### src/rtl/seq_muldiv_if.sv
// seq_muldiv_if
// Request/response bundle between the CPU controller and the sequential
// multiply/divide unit.
//   start  : request, sampled only while busy is low
//   op     : 0 = MUL, 1 = DIV, sampled with start
//   a, b   : multiplicand/dividend and multiplier/divisor, sampled with start
//   busy   : operation in flight
//   done   : single-cycle completion pulse
//   dz     : divide-by-zero flag, valid with done and held until the next done
//   res_lo : MUL product low half / DIV quotient
//   res_hi : MUL product high half / DIV remainder
// master = requester (controller), slave = the arithmetic unit.
interface seq_muldiv_if #(
    parameter int WIDTH = 16
);
    logic             start;
    logic             op;
    logic [WIDTH-1:0] a;
    logic [WIDTH-1:0] b;
    logic             busy;
    logic             done;
    logic             dz;
    logic [WIDTH-1:0] res_lo;
    logic [WIDTH-1:0] res_hi;

    modport master (
        output start, op, a, b,
        input  busy, done, dz, res_lo, res_hi
    );

    modport slave (
        input  start, op, a, b,
        output busy, done, dz, res_lo, res_hi
    );
endinterface

### src/rtl/seq_muldiv.sv
// seq_muldiv
// Sequential unsigned multiply/divide unit. One shared 2*WIDTH accumulator
// serves both a radix-2 shift-add multiplier and a radix-2 restoring divider.
// Every accepted operation takes exactly WIDTH cycles; divide-by-zero is
// answered one cycle after the request without entering RUN.
// Ports:
//   clk : rising-edge clock
//   rst : asynchronous active-high reset
//   bus : seq_muldiv_if slave modport (start/op/a/b in, busy/done/dz/res out)
module seq_muldiv #(
    parameter int WIDTH = 16
) (
    input  logic         clk,
    input  logic         rst,
    seq_muldiv_if.slave  bus
);
    localparam int CW = $clog2(WIDTH + 1);
    localparam logic [CW-1:0] CNT_LOAD = CW'(WIDTH);
    localparam logic [CW-1:0] CNT_ONE  = CW'(1);
    localparam logic [CW-1:0] CNT_ZERO = {CW{1'b0}};

    typedef enum logic {
        IDLE = 1'b0,
        RUN  = 1'b1
    } state_t;

    state_t             state_r;
    logic               op_r;
    logic [CW-1:0]      cnt_r;
    logic [WIDTH-1:0]   opa_r;      // multiplicand, or dividend for a pending divide-by-zero
    logic [WIDTH-1:0]   opb_r;      // multiplier (shifts right) or divisor (static)
    logic [2*WIDTH-1:0] acc_r;      // MUL: partial product; DIV: {remainder, dividend/quotient}
    logic               dz_pend_r;
    logic               busy_r;
    logic               done_r;
    logic               dz_r;
    logic [WIDTH-1:0]   res_lo_r;
    logic [WIDTH-1:0]   res_hi_r;

    logic [WIDTH:0]     mul_add_s;
    logic [WIDTH:0]     mul_sum_s;
    logic [2*WIDTH-1:0] mul_next_s;
    logic [WIDTH:0]     div_trial_s;
    logic [2*WIDTH-1:0] div_next_s;
    logic [2*WIDTH-1:0] acc_next_s;
    logic [CW-1:0]      cnt_next_s;

    // One iteration of each engine, computed from the current accumulator.
    always_comb begin
        mul_add_s   = {(WIDTH+1){1'b0}};
        mul_sum_s   = {(WIDTH+1){1'b0}};
        mul_next_s  = {(2*WIDTH){1'b0}};
        div_trial_s = {(WIDTH+1){1'b0}};
        div_next_s  = {(2*WIDTH){1'b0}};
        acc_next_s  = {(2*WIDTH){1'b0}};
        cnt_next_s  = cnt_r - CNT_ONE;

        // Multiplier: add into the upper half keeping the carry, then the
        // carry becomes the new MSB as the accumulator shifts right.
        if (opb_r[0] == 1'b1) begin
            mul_add_s = {1'b0, opa_r};
        end else begin
            mul_add_s = {(WIDTH+1){1'b0}};
        end
        mul_sum_s  = {1'b0, acc_r[2*WIDTH-1:WIDTH]} + mul_add_s;
        mul_next_s = {mul_sum_s, acc_r[WIDTH-1:1]};

        // Divider: the left-shifted remainder needs WIDTH+1 bits before the
        // trial subtraction; trial MSB set means a borrow (restore).
        div_trial_s = acc_r[2*WIDTH-1:WIDTH-1] - {1'b0, opb_r};
        if (div_trial_s[WIDTH] == 1'b0) begin
            div_next_s = {div_trial_s[WIDTH-1:0], acc_r[WIDTH-2:0], 1'b1};
        end else begin
            div_next_s = {acc_r[2*WIDTH-2:0], 1'b0};
        end

        if (op_r == 1'b1) begin
            acc_next_s = div_next_s;
        end else begin
            acc_next_s = mul_next_s;
        end
    end

    // Controller, datapath registers and registered outputs.
    always_ff @(posedge clk or posedge rst) begin
        if (rst) begin
            state_r   <= IDLE;
            op_r      <= 1'b0;
            cnt_r     <= CNT_ZERO;
            opa_r     <= {WIDTH{1'b0}};
            opb_r     <= {WIDTH{1'b0}};
            acc_r     <= {(2*WIDTH){1'b0}};
            dz_pend_r <= 1'b0;
            busy_r    <= 1'b0;
            done_r    <= 1'b0;
            dz_r      <= 1'b0;
            res_lo_r  <= {WIDTH{1'b0}};
            res_hi_r  <= {WIDTH{1'b0}};
        end else begin
            done_r    <= 1'b0;
            dz_pend_r <= 1'b0;

            // Divide-by-zero answer, one edge after the request was seen.
            if (dz_pend_r) begin
                done_r   <= 1'b1;
                dz_r     <= 1'b1;
                res_lo_r <= {WIDTH{1'b1}};
                res_hi_r <= opa_r;
            end else begin
                dz_r <= dz_r;
            end

            case (state_r)
                IDLE: begin
                    if (bus.start) begin
                        if (bus.op && (bus.b == {WIDTH{1'b0}})) begin
                            dz_pend_r <= 1'b1;
                            opa_r     <= bus.a;
                        end else begin
                            op_r    <= bus.op;
                            opa_r   <= bus.a;
                            opb_r   <= bus.b;
                            cnt_r   <= CNT_LOAD;
                            busy_r  <= 1'b1;
                            state_r <= RUN;
                            if (bus.op) begin
                                acc_r <= {{WIDTH{1'b0}}, bus.a};
                            end else begin
                                acc_r <= {(2*WIDTH){1'b0}};
                            end
                        end
                    end else begin
                        state_r <= IDLE;
                    end
                end
                RUN: begin
                    acc_r <= acc_next_s;
                    cnt_r <= cnt_next_s;
                    if (op_r == 1'b0) begin
                        opb_r <= {1'b0, opb_r[WIDTH-1:1]};
                    end else begin
                        opb_r <= opb_r;
                    end
                    if (cnt_next_s == CNT_ZERO) begin
                        busy_r   <= 1'b0;
                        done_r   <= 1'b1;
                        dz_r     <= 1'b0;
                        res_lo_r <= acc_next_s[WIDTH-1:0];
                        res_hi_r <= acc_next_s[2*WIDTH-1:WIDTH];
                        state_r  <= IDLE;
                    end else begin
                        state_r <= RUN;
                    end
                end
                default: begin
                    state_r <= IDLE;
                    busy_r  <= 1'b0;
                    cnt_r   <= CNT_ZERO;
                end
            endcase
        end
    end

    assign bus.busy   = busy_r;
    assign bus.done   = done_r;
    assign bus.dz     = dz_r;
    assign bus.res_lo = res_lo_r;
    assign bus.res_hi = res_hi_r;
endmodule

### src/flat_wrapper.sv
// flat-port wrapper written by rule: the top's interface ports become plain ports
module seq_muldiv_flat 
#(
    parameter int WIDTH = 16
)
  (clk, rst, bus_start, bus_op, bus_a, bus_b, bus_busy, bus_done, bus_dz, bus_res_lo, bus_res_hi);
  seq_muldiv_if #(.WIDTH(WIDTH)) bus_i ();
  input  logic clk;
  input  logic rst;
  input wire logic [$bits(bus_i.start)-1:0] bus_start;
  input wire logic [$bits(bus_i.op)-1:0] bus_op;
  input wire logic [$bits(bus_i.a)-1:0] bus_a;
  input wire logic [$bits(bus_i.b)-1:0] bus_b;
  output wire logic [$bits(bus_i.busy)-1:0] bus_busy;
  output wire logic [$bits(bus_i.done)-1:0] bus_done;
  output wire logic [$bits(bus_i.dz)-1:0] bus_dz;
  output wire logic [$bits(bus_i.res_lo)-1:0] bus_res_lo;
  output wire logic [$bits(bus_i.res_hi)-1:0] bus_res_hi;
  assign bus_i.start = bus_start;
  assign bus_i.op = bus_op;
  assign bus_i.a = bus_a;
  assign bus_i.b = bus_b;
  assign bus_busy = bus_i.busy;
  assign bus_done = bus_i.done;
  assign bus_dz = bus_i.dz;
  assign bus_res_lo = bus_i.res_lo;
  assign bus_res_hi = bus_i.res_hi;
  seq_muldiv #(.WIDTH(WIDTH)) u_core (.clk(clk), .rst(rst), .bus(bus_i));
endmodule
### config.mk
export PLATFORM = sky130hd
export DESIGN_NAME = seq_muldiv_flat
export DESIGN_NICKNAME = d
export VERILOG_FILES = /design/src/rtl/seq_muldiv_if.sv /design/src/rtl/seq_muldiv.sv /design/src/flat_wrapper.sv
export SDC_FILE = /design/constraint.sdc
export NUM_CORES = 1
export LEC_CHECK = 0
export CORE_UTILIZATION = 64
export CTS_BUF_LIST = sky130_fd_sc_hd__clkbuf_2 sky130_fd_sc_hd__clkbuf_4 sky130_fd_sc_hd__clkbuf_8
export CTS_CLUSTER_DIAMETER = 60
export DETAILED_ROUTE_END_ITERATION = 10
export PLACE_DENSITY_LB_ADDON = 0.15
export SYNTH_ARGS = -nofsm -noshare
export SYNTH_HDL_FRONTEND = slang
export SYNTH_SLANG_ARGS = --single-unit
### constraint.sdc
create_clock -name clk -period 12.8 [get_ports clk]
set_input_delay 3.84 -clock clk [delete_from_list [all_inputs] [get_ports clk]]
set_output_delay 3.84 -clock clk [all_outputs]
set_load 0.01 [all_outputs]
; Word-level counts from Yosys, hierarchy flattened
; Index checks and enable logic that the tools add are counted.
[totals]
register_bits = 107
input_bits = 36
output_inout_bits = 35
word_cells = 66
[op_classes]
add_sub_neg = 3
n_eq_ne = 4
mux = 37
bitwise = 2
reduce_logical = 8
[op_table]
columns = op, count
row1 = two-way mux 16 bit, 11
row2 = two-way mux 32 bit, 4
row3 = one-hot mux 32 bit (2 select lines), 1
row4 = one-hot mux 16 bit (2 select lines), 1
row5 = adder 16 x 17 -> 17 bit, 1
row6 = subtractor 17 x 16 -> 17 bit, 1
row7 = zero test 16 bit, 1
row8 = two-way mux 1 bit, 15
row9 = two-way mux 5 bit, 2
row10 = one-hot mux 5 bit (2 select lines), 1
row11 = AND reduction 3 bit, 3
row12 = "inequality test 2 bit, second input constant", 4
row13 = zero test 5 bit, 1
row14 = "subtractor 5 x 1 -> 5 bit, second input constant", 1
row15 = one-hot mux 1 bit (2 select lines), 2
row16 = AND reduction 2 bit, 2
row17 = inverter 1 bit, 2
row18 = logical AND 1 bit, 1

; Logic depth before layout (Yosys ltp)
; Gate-level depths: netlist of run 1.
[depth]
word_depth = 5
ltp_mapped = 13
mapped_depth_nobuf = 11

; Worst setup path after synthesis of run 1
; No wires, ideal clock.
[synth_path]
kind = input to register
start = in bus_b[14]
end = reg u_core.opb_r[10]
setup_ns = 0.126
t_arrival_ns = 5.638
required_ns = 12.674
slack_ns = 7.036
stages = 8
path_buffers = 2
cell_sequence = or4b_1 -> or4_1 -> clkbuf_1 -> and2_1 -> a21o_1 -> clkbuf_1 -> nor2_1 -> a21oi_1
[synth_via]
elab_chain_cells = 4
[synth_lines]
columns = element, line
row1 = from (decl), flat_wrapper.sv:13  ; input wire logic [$bits(bus_i.b)-1:0] bus_b;
row2 = zero test 16 bit, seq_muldiv.sv:116  ; if (bus.op && (bus.b == {WIDTH{1'b0}})) begin
row3 = logical AND 1 bit, seq_muldiv.sv:116
row4 = inequality test 2 bit (no source line), n/a
row5 = AND reduction 3 bit (no source line), n/a
row6 = to (signal assigned), seq_muldiv.sv:122  ; opb_r <= bus.b;
row7 = to (signal assigned), seq_muldiv.sv:140  ; opb_r <= {1'b0, opb_r[WIDTH-1:1]};
row8 = to (signal assigned), seq_muldiv.sv:142  ; opb_r <= opb_r;
row9 = to (decl), seq_muldiv.sv:31  ; logic [WIDTH-1:0] opb_r;
; No other way between the ends.
; A chain may end at the register's enable or synchronous reset.

; Final worst setup path of run 1
[layout_path]
start = in bus_start
end = reg u_core.opb_r[8]
[layout_via]
elab_chain_cells = 2
[layout_lines]
columns = element, line
row1 = from (decl), flat_wrapper.sv:10  ; input wire logic [$bits(bus_i.start)-1:0] bus_start;
row2 = inequality test 2 bit (no source line), n/a
row3 = AND reduction 3 bit (no source line), n/a
row4 = to (signal assigned), seq_muldiv.sv:91  ; opb_r <= {WIDTH{1'b0}};
row5 = to (signal assigned), seq_muldiv.sv:122
row6 = to (signal assigned), seq_muldiv.sv:140
; No other way between the ends.

==> impl_results.md, run 1 <==
* Max Cap Viol at 0
* Post CTS Setup Buffer Count at 0
* Status: finished, final reports clean
* CP arrival at 6.79 ns
* Comb pwr share at between 60% and 70%
* Crit start category: input port
* Final setup viols at 0
* Total power at 0.00235 W
* CP peak stage delay at 1.08 ns
* TNS Setup at 0 ns
* Crit Path Max Fanout at 31
* Final WL at between 15,000 and 20,000 um
* Setup Skew at 0.00654 ns
* Tmin final at approximately 6.5 ns
* Number of DRC markers in iteration 0 at 545
* Starting Density at 65.5%
* H-tree levels at 3
* Reg-to-Reg Start: u_core.opb_r[0]$_DFFE_PP0P_
* Post-Syn Area per Cell at 9.02 um2
* Post-synth net total at 818
* Most frequent cells after synthesis: 107 x dfrtp_1, 102 x nand2_1, 63 x a21oi_1
* WS Path Type: in2reg
* PortBufs at 70
* R2r worst-path depth at 10
* Fmax at 0.154 GHz
* Area contributors post-synth: dfrtp_1 40%, ha_1 6.3%, mux2i_1 5.9%
* Synth unique cells at 67
* PwrDens at 309 mW/mm2
* Die area at 0.0109 mm2
* Dominant cell by count in the synthesized netlist: dfrtp_1
* Ys flop type: dfrtp_1
* Switch Pwr at 0.00111 W
* Core ar. at 0.0103 mm2
* Rel. slew slack at 9.26%
* Share of the synthesized area in the top cell type at 39.8%
* CTS Buf Count at 9
* Initial DRT Pass Iterations at 5
* Critical Path Slowest Stage Cell: nor2b_1
* CTS sink cnt at roughly 110
* Vias in the first global route at 5,925
* DR vias at between 6k and 7k
* Pins Over Slew Limit at 0
* Gates resized, CTS repair at 0
* Final #Nets at 859
* Mapped Area at 0.00673 mm2
* Layout area overhead at 13.3%
* Clk slew on worst S/H paths at roughly 0.10 ns
* Worst path bufs/invs at 1
* Hold Fails Final Rpt at 0
* Synth warnings at 0
* Placer Congestion at 0.942
* Reg2reg setup slack at roughly 8.7 ns
* Final HPWL DP at 12,100 um
* Cell row count at 37
* # IOs at 71
* Async S/R FF share, synth at 100%
* DRC Markers at 0
* Worst-Skew Late Latency at around 0.38 ns
* Gr ovfl total at 0
* Internal power at 0.00124 W
* Largest net degree at the start of global routing at 57
* Area leader, netlist: dfrtp_1
* Chip Width at ~100 um
* Wirelength per Cell at 18.2 um
* Share of layout cells above drive strength 1 at 4.92%
* Final period util at about half
* Hold Path Sink: u_core.opa_r[5]$_DFFE_PP0P_
* Min-delay src: u_core.opa_r[5]$_DFFE_PP0P_
* Worst path depth at 6
* Synth Instances at between 700 and 800
* Sequential share of power at 28.1%
* Critical Path RT at about 13 ns
* Post-route antenna net violation count at 0
* RSZ-0062 raised after global routing: false
* Ant diodes at 0
* Max Root-Sink Buffers at 2
* Top delay family on crit path: simple AND/OR/NAND/NOR gates
* Clk root buf: clkbuf_8
* First-pass GRT wire length at between 20,000 and 30,000 um
* Total track usage at 32.2%
* Lkg Pwr at 3.44 nW
* Cts hold-fix bufs at 0
* Worst hold stages at 2
* Max IR drop VDD at 180 uV
* Worst-Margin Slew at 1.36 ns
* RR Endpoint: u_core.acc_r[17]$_DFFE_PP0P_
* Final Util at 74.2%
* Clock share of power at 8.4%
* Post-synthesis sequential area ratio at 39.8%
* Worst Hold Class: reg2reg
* #FFs+latches synth at 107
* Critical Path End Type: flop
* Post-synth EDFFs at 0
* Initial antenna violation count at 0
* Switching Fraction at a little under half
* CTS tree: done
* DIE HEIGHT at 105 um
* Vias per inst at ~6.5
* CP Cell Sequence: clkdlybuf4s50_1, nor2b_1, and2_1, a21o_1, nor2_1, a21oi_1
cell type report:
type | count | area [um2]
flip-flops and latches | 107 | 2680
fillers | 791 | 2650
repair buffers | 75 | 738
well taps | 136 | 170
clock inverters | 6 | 47.5
multi-input cells | 569 | 3770
inverters | 25 | 96.3
clock buffers | 10 | 131
registers in the layout, summed over array words and instances (netlist names), 5 cells and up:
signal	cells
u_core.acc_r	32
u_core.opb_r	16
u_core.bus.res_lo	16
u_core.cnt_r	5
u_core.opa_r	16
u_core.bus.res_hi	16
metal layers:
metal  track usage (%)  share of wire, %  up-vias
met1              43.6                43     2915
met2              52.3                48      265
met3              3.74               5.8       66
met4              13.9               3.7        0
met5                 0                 0        -
li1                  -                 -     2778
power by group through the flow:
| stage | registers [W] | logic (W) | clock network (W) |
|---|---|---|---|
| final | 0.000661 | 0.00150 | 0.000199 |
| after global routing | 0.000680 | 0.00164 | 0.000213 |
| after CTS | 0.000657 | 0.00148 | 0.000202 |
| after detailed placement | 0.000663 | 0.00147 | 0 |
| after global placement | 0.000655 | 0.00141 | 0 |
| after floorplan | 0.000632 | 0.00111 | 0 |
cell families (layout without fill, tap and decap cells):
kind of cell | after synthesis | in the layout | share of synthesized area (%)
xor+xnor | 25 | 25 | 3.25
flops | 107 | 107 | 39.8
simple gates | 251 | 251 | 17.7
compound gates | 216 | 216 | 21.9
fa+ha+maj | 36 | 36 | 6.92
buf+inv | 70 | 116 | 4.33
mux | 41 | 41 | 6.12
stage by stage:
step           hold WS, ns  area (um2)  worst slack, ns  instances
2_1_floorplan        0.455        6730             6.14        746
3_3_place_gp         0.475        7450             6.08        912
3_5_place_dp         0.496        7450             5.98        912
4_1_cts              0.523        7630             6.36        928
5_1_grt              0.542        7630             6.10        928
6_report             0.517        7630             6.30        928
cell usage in the layout (no fill, tap or decap), drive strengths merged, types with 4 or more instances in the layout:
cell,instances
or3,5
nor3,25
a211oi,17
o21ai,37
a22oi,7
inv,27
nor2b,13
and3,6
o22ai,6
clkbuf,10
o31ai,5
o211ai,6
nand3,7
o21bai,4
buf,5
a21o,11
xor2,10
o211a,4
nand4,5
clkdlybuf4s50,70
nor4,4
mux2i,40
and2,21
o21a,7
a21oi,66
dfrtp,107
nand2,102
o2111ai,4
xnor2,15
nand2b,6
nor2,44
o221ai,10
ha,34
a311oi,6
a31oi,7
how the worst max path moves through the flow:
stage	to	slack, ns	start
global placement	u_core.opb_r[1]$_DFFE_PP0P_	6.08	bus_start
CTS	u_core.opb_r[8]$_DFFE_PP0P_	6.36	bus_start
global route	u_core.opb_r[8]$_DFFE_PP0P_	6.10	bus_start
finish	u_core.opb_r[8]$_DFFE_PP0P_	6.30	bus_start
floorplan	u_core.acc_r[0]$_DFFE_PP0P_	6.14	rst
detailed placement	u_core.opb_r[8]$_DFFE_PP0P_	5.98	bus_start
worst reg2reg max path, cell delays in order, from the launching register on:
cell      delay [ns]
dfrtp_1         0.73
ha_1            0.29
inv_1           0.07
fa_1            0.47
a211oi_1        0.39
o21a_1          0.24
o21ai_1         0.19
o211ai_2        0.62
nand2_1         0.34
or3_1           0.42
a32o_1          0.27
Note: power is estimated with default switching activity, not from simulation.
==> inputs of run 2 (changes only) <==
--- a/config.mk
+++ b/config.mk
@@ -5,7 +5,7 @@
 export SDC_FILE = /design/constraint.sdc
 export NUM_CORES = 1
 export LEC_CHECK = 0
-export CORE_UTILIZATION = 64
+export CORE_UTILIZATION = 59
 export CTS_BUF_LIST = sky130_fd_sc_hd__clkbuf_2 sky130_fd_sc_hd__clkbuf_4 sky130_fd_sc_hd__clkbuf_8
 export CTS_CLUSTER_DIAMETER = 60
 export DETAILED_ROUTE_END_ITERATION = 10
==> constraint.sdc (replaced) <==
create_clock -name clk -period 6.52 [get_ports clk]
set_input_delay 1.956 -clock clk [delete_from_list [all_inputs] [get_ports clk]]
set_output_delay 1.956 -clock clk [all_outputs]
set_load 0.01 [all_outputs]
==> impl_results.md, run 2 (same netlist as run 1, synthesis figures left out) <==
* Status: finished, final reports clean
* Worst Hold Class: reg2reg
* Max Cap Viol at 0
* Vias in the first global route at 5,788
* Critical Path RT at between 6 and 7 ns
* CTS Buf Count at 9
* Max IR drop VDD at 454 uV
* Worst-Skew Late Latency at roughly 0.4 ns
* DR vias at 5,910
* Final WL at ~18,000 um
* PortBufs at 70
* Ant diodes at 0
* DIE HEIGHT at approximately 110 um
* Share of layout cells above drive strength 1 at 5.04%
* Worst slack, placed at between 1.5 and 2 ns
* Critical Path End Type: flop
* TNS Setup at 0 ns
* H-tree levels at 3
* Gates resized, CTS repair at 0
* Cell row count at 38
* Total track usage at 31.5%
* Core ar. at 0.0110 mm2
* Design area at a little under 0.008 mm2
* Rel. slew slack at between 20% and 30%
* Largest net degree at the start of global routing at 64
* Crit Path Max Fanout at 37
* Cell Area, Placed at around 0.0075 mm2
* Starting Density at around three fifths
* Tmin final at between 4 and 5 ns
* DRC Markers at 0
* Max Root-Sink Buffers at 2
* Clk slew on worst S/H paths at 0.10 ns
* Clk root buf: clkbuf_8
* Total power at 0.00477 W
* Setup Skew at around 0.011 ns
* Cts hold-fix bufs at 0
* WS Path Type: in2reg
* Crit start category: input port
* Vias per inst at 6.33
* Worst-Margin Slew at approximately 1.1 ns
* Final period util at 68.4%
* Post CTS Setup Buffer Count at 0
* Commonest non-fill, non-tap cell in the layout: dfrtp_1
* PwrDens at between 600 and 700 mW/mm2
* # IOs at about 70
* Layout area overhead at 14.6%
* Initial DRT Pass Iterations at 5
* CTS tree: done
* Hold WS at approximately 0.52 ns
* Setup WS post-layout at between 2 and 2.5 ns
* Lkg Pwr at 3.49 nW
* Pins Over Slew Limit at 0
* Chip Width at 109 um
* Number of DRC markers in iteration 0 at roughly 470
* First-pass GRT wire length at between 20,000 and 30,000 um
* Placer Congestion at slightly above 0.9
* Hold Fails Final Rpt at 0
* Final #Nets at 860
* Wirelength per Cell at about 19 um
* Post-route antenna net violation count at 0
* Gr ovfl total at 0
* Number of fill cells in the layout at 883
* Most frequent cells in the layout: 106 x dfrtp_1, 102 x nand2_1, 70 x clkdlybuf4s50_1
* Fmax at 0.224 GHz
* Final setup viols at 0
* Die area at 0.0118 mm2
* Top reg by flops: u_core.acc_r
* CP arrival at roughly 4.8 ns
* RSZ-0062 raised after global routing: false
* CTS sink cnt at 107
* Max reg flops at 32
* Initial antenna violation count at 0
* Final HPWL DP at ~12,000 um
-- run 2: final timing paths --
check | endpoint | slack [ns] | cells after the start | startpoint
worst max-delay path | u_core.acc_r[3]$_DFFE_PP0P_ | 2.06 | 6 | bus_b[14]
worst min-delay path | u_core.opa_r[0]$_DFFE_PP0P_ | 0.52 | 2 | u_core.opa_r[0]$_DFFE_PP0P_
worst max register to register | u_core.acc_r[17]$_DFFE_PP0P_ | 2.19 | 10 | u_core.opb_r[0]$_DFFE_PP0P_
worst min register to register | u_core.opa_r[0]$_DFFE_PP0P_ | 0.52 | 2 | u_core.opa_r[0]$_DFFE_PP0P_
max in group asynchronous | u_core.acc_r[10]$_DFFE_PP0P_ | 3.37 | 3 | rst
min in group asynchronous | u_core.opb_r[4]$_DFFE_PP0P_ | 1.98 | 2 | rst
-- run 2: through the flow --
stage | cells | utilization (%)
after floorplan | 746 | -
after global placement | 917 | 67.9
after detailed placement | 917 | 67.9
after CTS | 933 | 70.2
after global routing | 933 | 70.2
final | 933 | 70.2
-- run 2: per-layer routing --
metal / share of wire (%) / vias up / global-route usage (%)
li1: - / 2780 / -
met3: 6.3 / 34 / 6.93
met5: 0 / - / 0
met2: 48 / 229 / 51.7
met1: 43 / 2867 / 41.4
met4: 2.2 / 0 / 9.75
-- run 2: area by class of cell --
type / instances / area [um2] / share of cell area (%)
Multi-Input combinational cell: 569 / 3770 / 48.8
Sequential cell: 107 / 2680 / 34.7
Timing Repair Buffer: 76 / 746 / 9.67
Tap cell: 140 / 175 / 2.27
Clock buffer: 11 / 145 / 1.88
Clock inverter: 5 / 108 / 1.39
Inverter: 25 / 96.3 / 1.25
-- run 2: where the power goes --
part	internal (W)	switching, W	leakage, nW	total (W)
combinational	0.00130	0.00167	2.09	0.00297
clock	0.000273	0.000237	0.128	0.000510
sequential	0.000993	0.000295	1.28	0.00129
-- run 2: worst max-delay path: stages --
cell             delay (ns)
clkdlybuf4s50_1        0.42
or4b_1                 0.52
or4_1                  0.63
a21oi_4                0.88
a22oi_1                0.22
o21ai_0                0.12
==> inputs of run 3 (changes only) <==
==> constraint.sdc (replaced) <==
create_clock -name clk -period 4.6 [get_ports clk]
set_input_delay 1.38 -clock clk [delete_from_list [all_inputs] [get_ports clk]]
set_output_delay 1.38 -clock clk [all_outputs]
set_load 0.01 [all_outputs]
==> impl_results.md, run 3 (same netlist as run 1, synthesis figures left out) <==
* Status: finished, final reports clean
* DRC Markers at 0
* H-tree levels at 3
* Gr ovfl total at 0
* PwrDens at around 860 mW/mm2
* Post-route antenna net violation count at 0
* Max reg flops at 32
* Hold Fails Final Rpt at 0
* Rel. slew slack at 39.9%
* Gates resized, CTS repair at 0
* Initial DRT Pass Iterations at 5
* Cts hold-fix bufs at 0
* RR Endpoint: u_core.acc_r[18]$_DFFE_PP0P_
* Largest net degree at the start of global routing at 58
* Worst hold stages at 2
* Critical Path RT at slightly below 5 ns
* Final HPWL DP at roughly 12,000 um
* Number of fill cells in the layout at 883
* Layout area overhead at 14.7%
* WS Path Type: in2reg
* Max Cap Viol at 0
* Total track usage at roughly 31%
* Crit start category: input port
* Reg-to-Reg Start: u_core.acc_r[15]$_DFFE_PP0P_
* Worst-Skew Late Latency at 0.39 ns
* Tmin final at 3.77 ns
* CP arrival at between 3 and 4 ns
* Reg2reg setup slack at 1.08 ns
* Clk root buf: clkbuf_8
* CTS sink cnt at 107
* PortBufs at 70
* Hold Path Sink: u_core.acc_r[0]$_DFFE_PP0P_
* Vias per inst at 6.30
* Critical Path End Type: flop
* Cell row count at 38
* Final setup viols at 0
* TNS Setup at 0 ns
* Max IR drop VDD at 501 uV
* Starting Density at 61.3%
* Total power at roughly 0.0066 W
* RSZ-0062 raised after global routing: false
* Chip Width at around 110 um
* Placer Congestion at 0.921
* Wirelength per Cell at ~19 um
* Clk slew on worst S/H paths at 0.10 ns
* Worst-Margin Slew at about 0.9 ns
* Final period util at 82.0%
* Pins Over Slew Limit at 0
* Max Root-Sink Buffers at 2
* Crit Path Max Fanout at 31
* R2r worst-path depth at 11
* Commonest non-fill, non-tap cell in the layout: dfrtp_1
* # IOs at 71
* Ant diodes at 0
* Post CTS Setup Buffer Count at 0
* Min-delay src: u_core.acc_r[0]$_DFFE_PP0P_
* Die area at 0.0118 mm2
* Core ar. at 0.0110 mm2
* Setup Skew at 0.0153 ns
* Fmax at 0.265 GHz
* Top reg by flops: u_core.acc_r
* DIE HEIGHT at 109 um
* CTS tree: done
* Initial antenna violation count at 0
* Vias in the first global route at 5,864
* Worst Hold Class: reg2reg
* Most frequent cells in the layout: 106 x dfrtp_1, 102 x nand2_1, 70 x clkdlybuf4s50_1
* Lkg Pwr at 3.50 nW
* First-pass GRT wire length at 28,600 um
* Final WL at 17,600 um
* Final #Nets at 865
* Number of DRC markers in iteration 0 at 536
* Share of layout cells above drive strength 1 at approximately 5.6%
* CTS Buf Count at 9
* DR vias at 5,913
[run 3: power by group]
| group | internal [W] | switching [W] |
|---|---|---|
| sequential | 0.00141 | 0.000409 |
| combinational | 0.00186 | 0.00237 |
| clock | 0.000218 | 0.000347 |
| total | 0.00348 | 0.00313 |
[run 3: per-stage QoR]
step / worst slack, ns / cell area [um2] / std cells / util [%] / hold WS (ns)
after floorplan: 0.403 / 6730 / 746 / - / 0.455
after global placement: 0.593 / 7540 / 922 / 68.6 / 0.475
after detailed placement: 0.454 / 7540 / 922 / 68.6 / 0.487
after CTS: 0.854 / 7720 / 938 / 70.3 / 0.517
after global routing: 0.703 / 7720 / 938 / 70.3 / 0.523
final: 0.826 / 7720 / 938 / 70.3 / 0.511
[run 3: worst max path at each step]
stage | startpoint | end | slack (ns) | depth (start not counted)
detailed placement | bus_b[14] | u_core.opb_r[1]$_DFFE_PP0P_ | 0.45 | 7
global route | bus_b[14] | u_core.opb_r[1]$_DFFE_PP0P_ | 0.70 | 7
floorplan | rst | u_core.acc_r[0]$_DFFE_PP0P_ | 0.40 | 1
CTS | bus_b[13] | u_core.opb_r[1]$_DFFE_PP0P_ | 0.85 | 7
finish | bus_b[13] | u_core.opb_r[1]$_DFFE_PP0P_ | 0.83 | 7
global placement | bus_b[14] | u_core.opb_r[0]$_DFFE_PP0P_ | 0.59 | 7
[run 3: worst max-delay path: stages]
cell and delay (ns):
clkdlybuf4s50_1 0.43, or4b_1 0.50, or4_1 0.61, and2_1 0.24
a21o_1 0.49, nor2_1 0.26, a21oi_1 0.08
[run 3: final cells by class]
cell class | instances | area (um2) | area share (%)
multi-input combinational | 569 | 3770 | 48.8
inverter | 25 | 96.3 | 1.25
timing repair buffer | 81 | 821 | 10.6
clock inverter | 6 | 47.5 | 0.616
tap | 140 | 175 | 2.27
clock buffer | 10 | 138 | 1.78
sequential | 107 | 2680 | 34.7
[run 3: layer usage]
layer | share of wire [%] | track usage (%) | vias to the layer above
met5 | 0 | 0 | -
met4 | 2.6 | 12.6 | 0
met3 | 4.7 | 3.71 | 43
met2 | 48 | 51.8 | 193
met1 | 45 | 41.6 | 2878
li1 | - | - | 2799
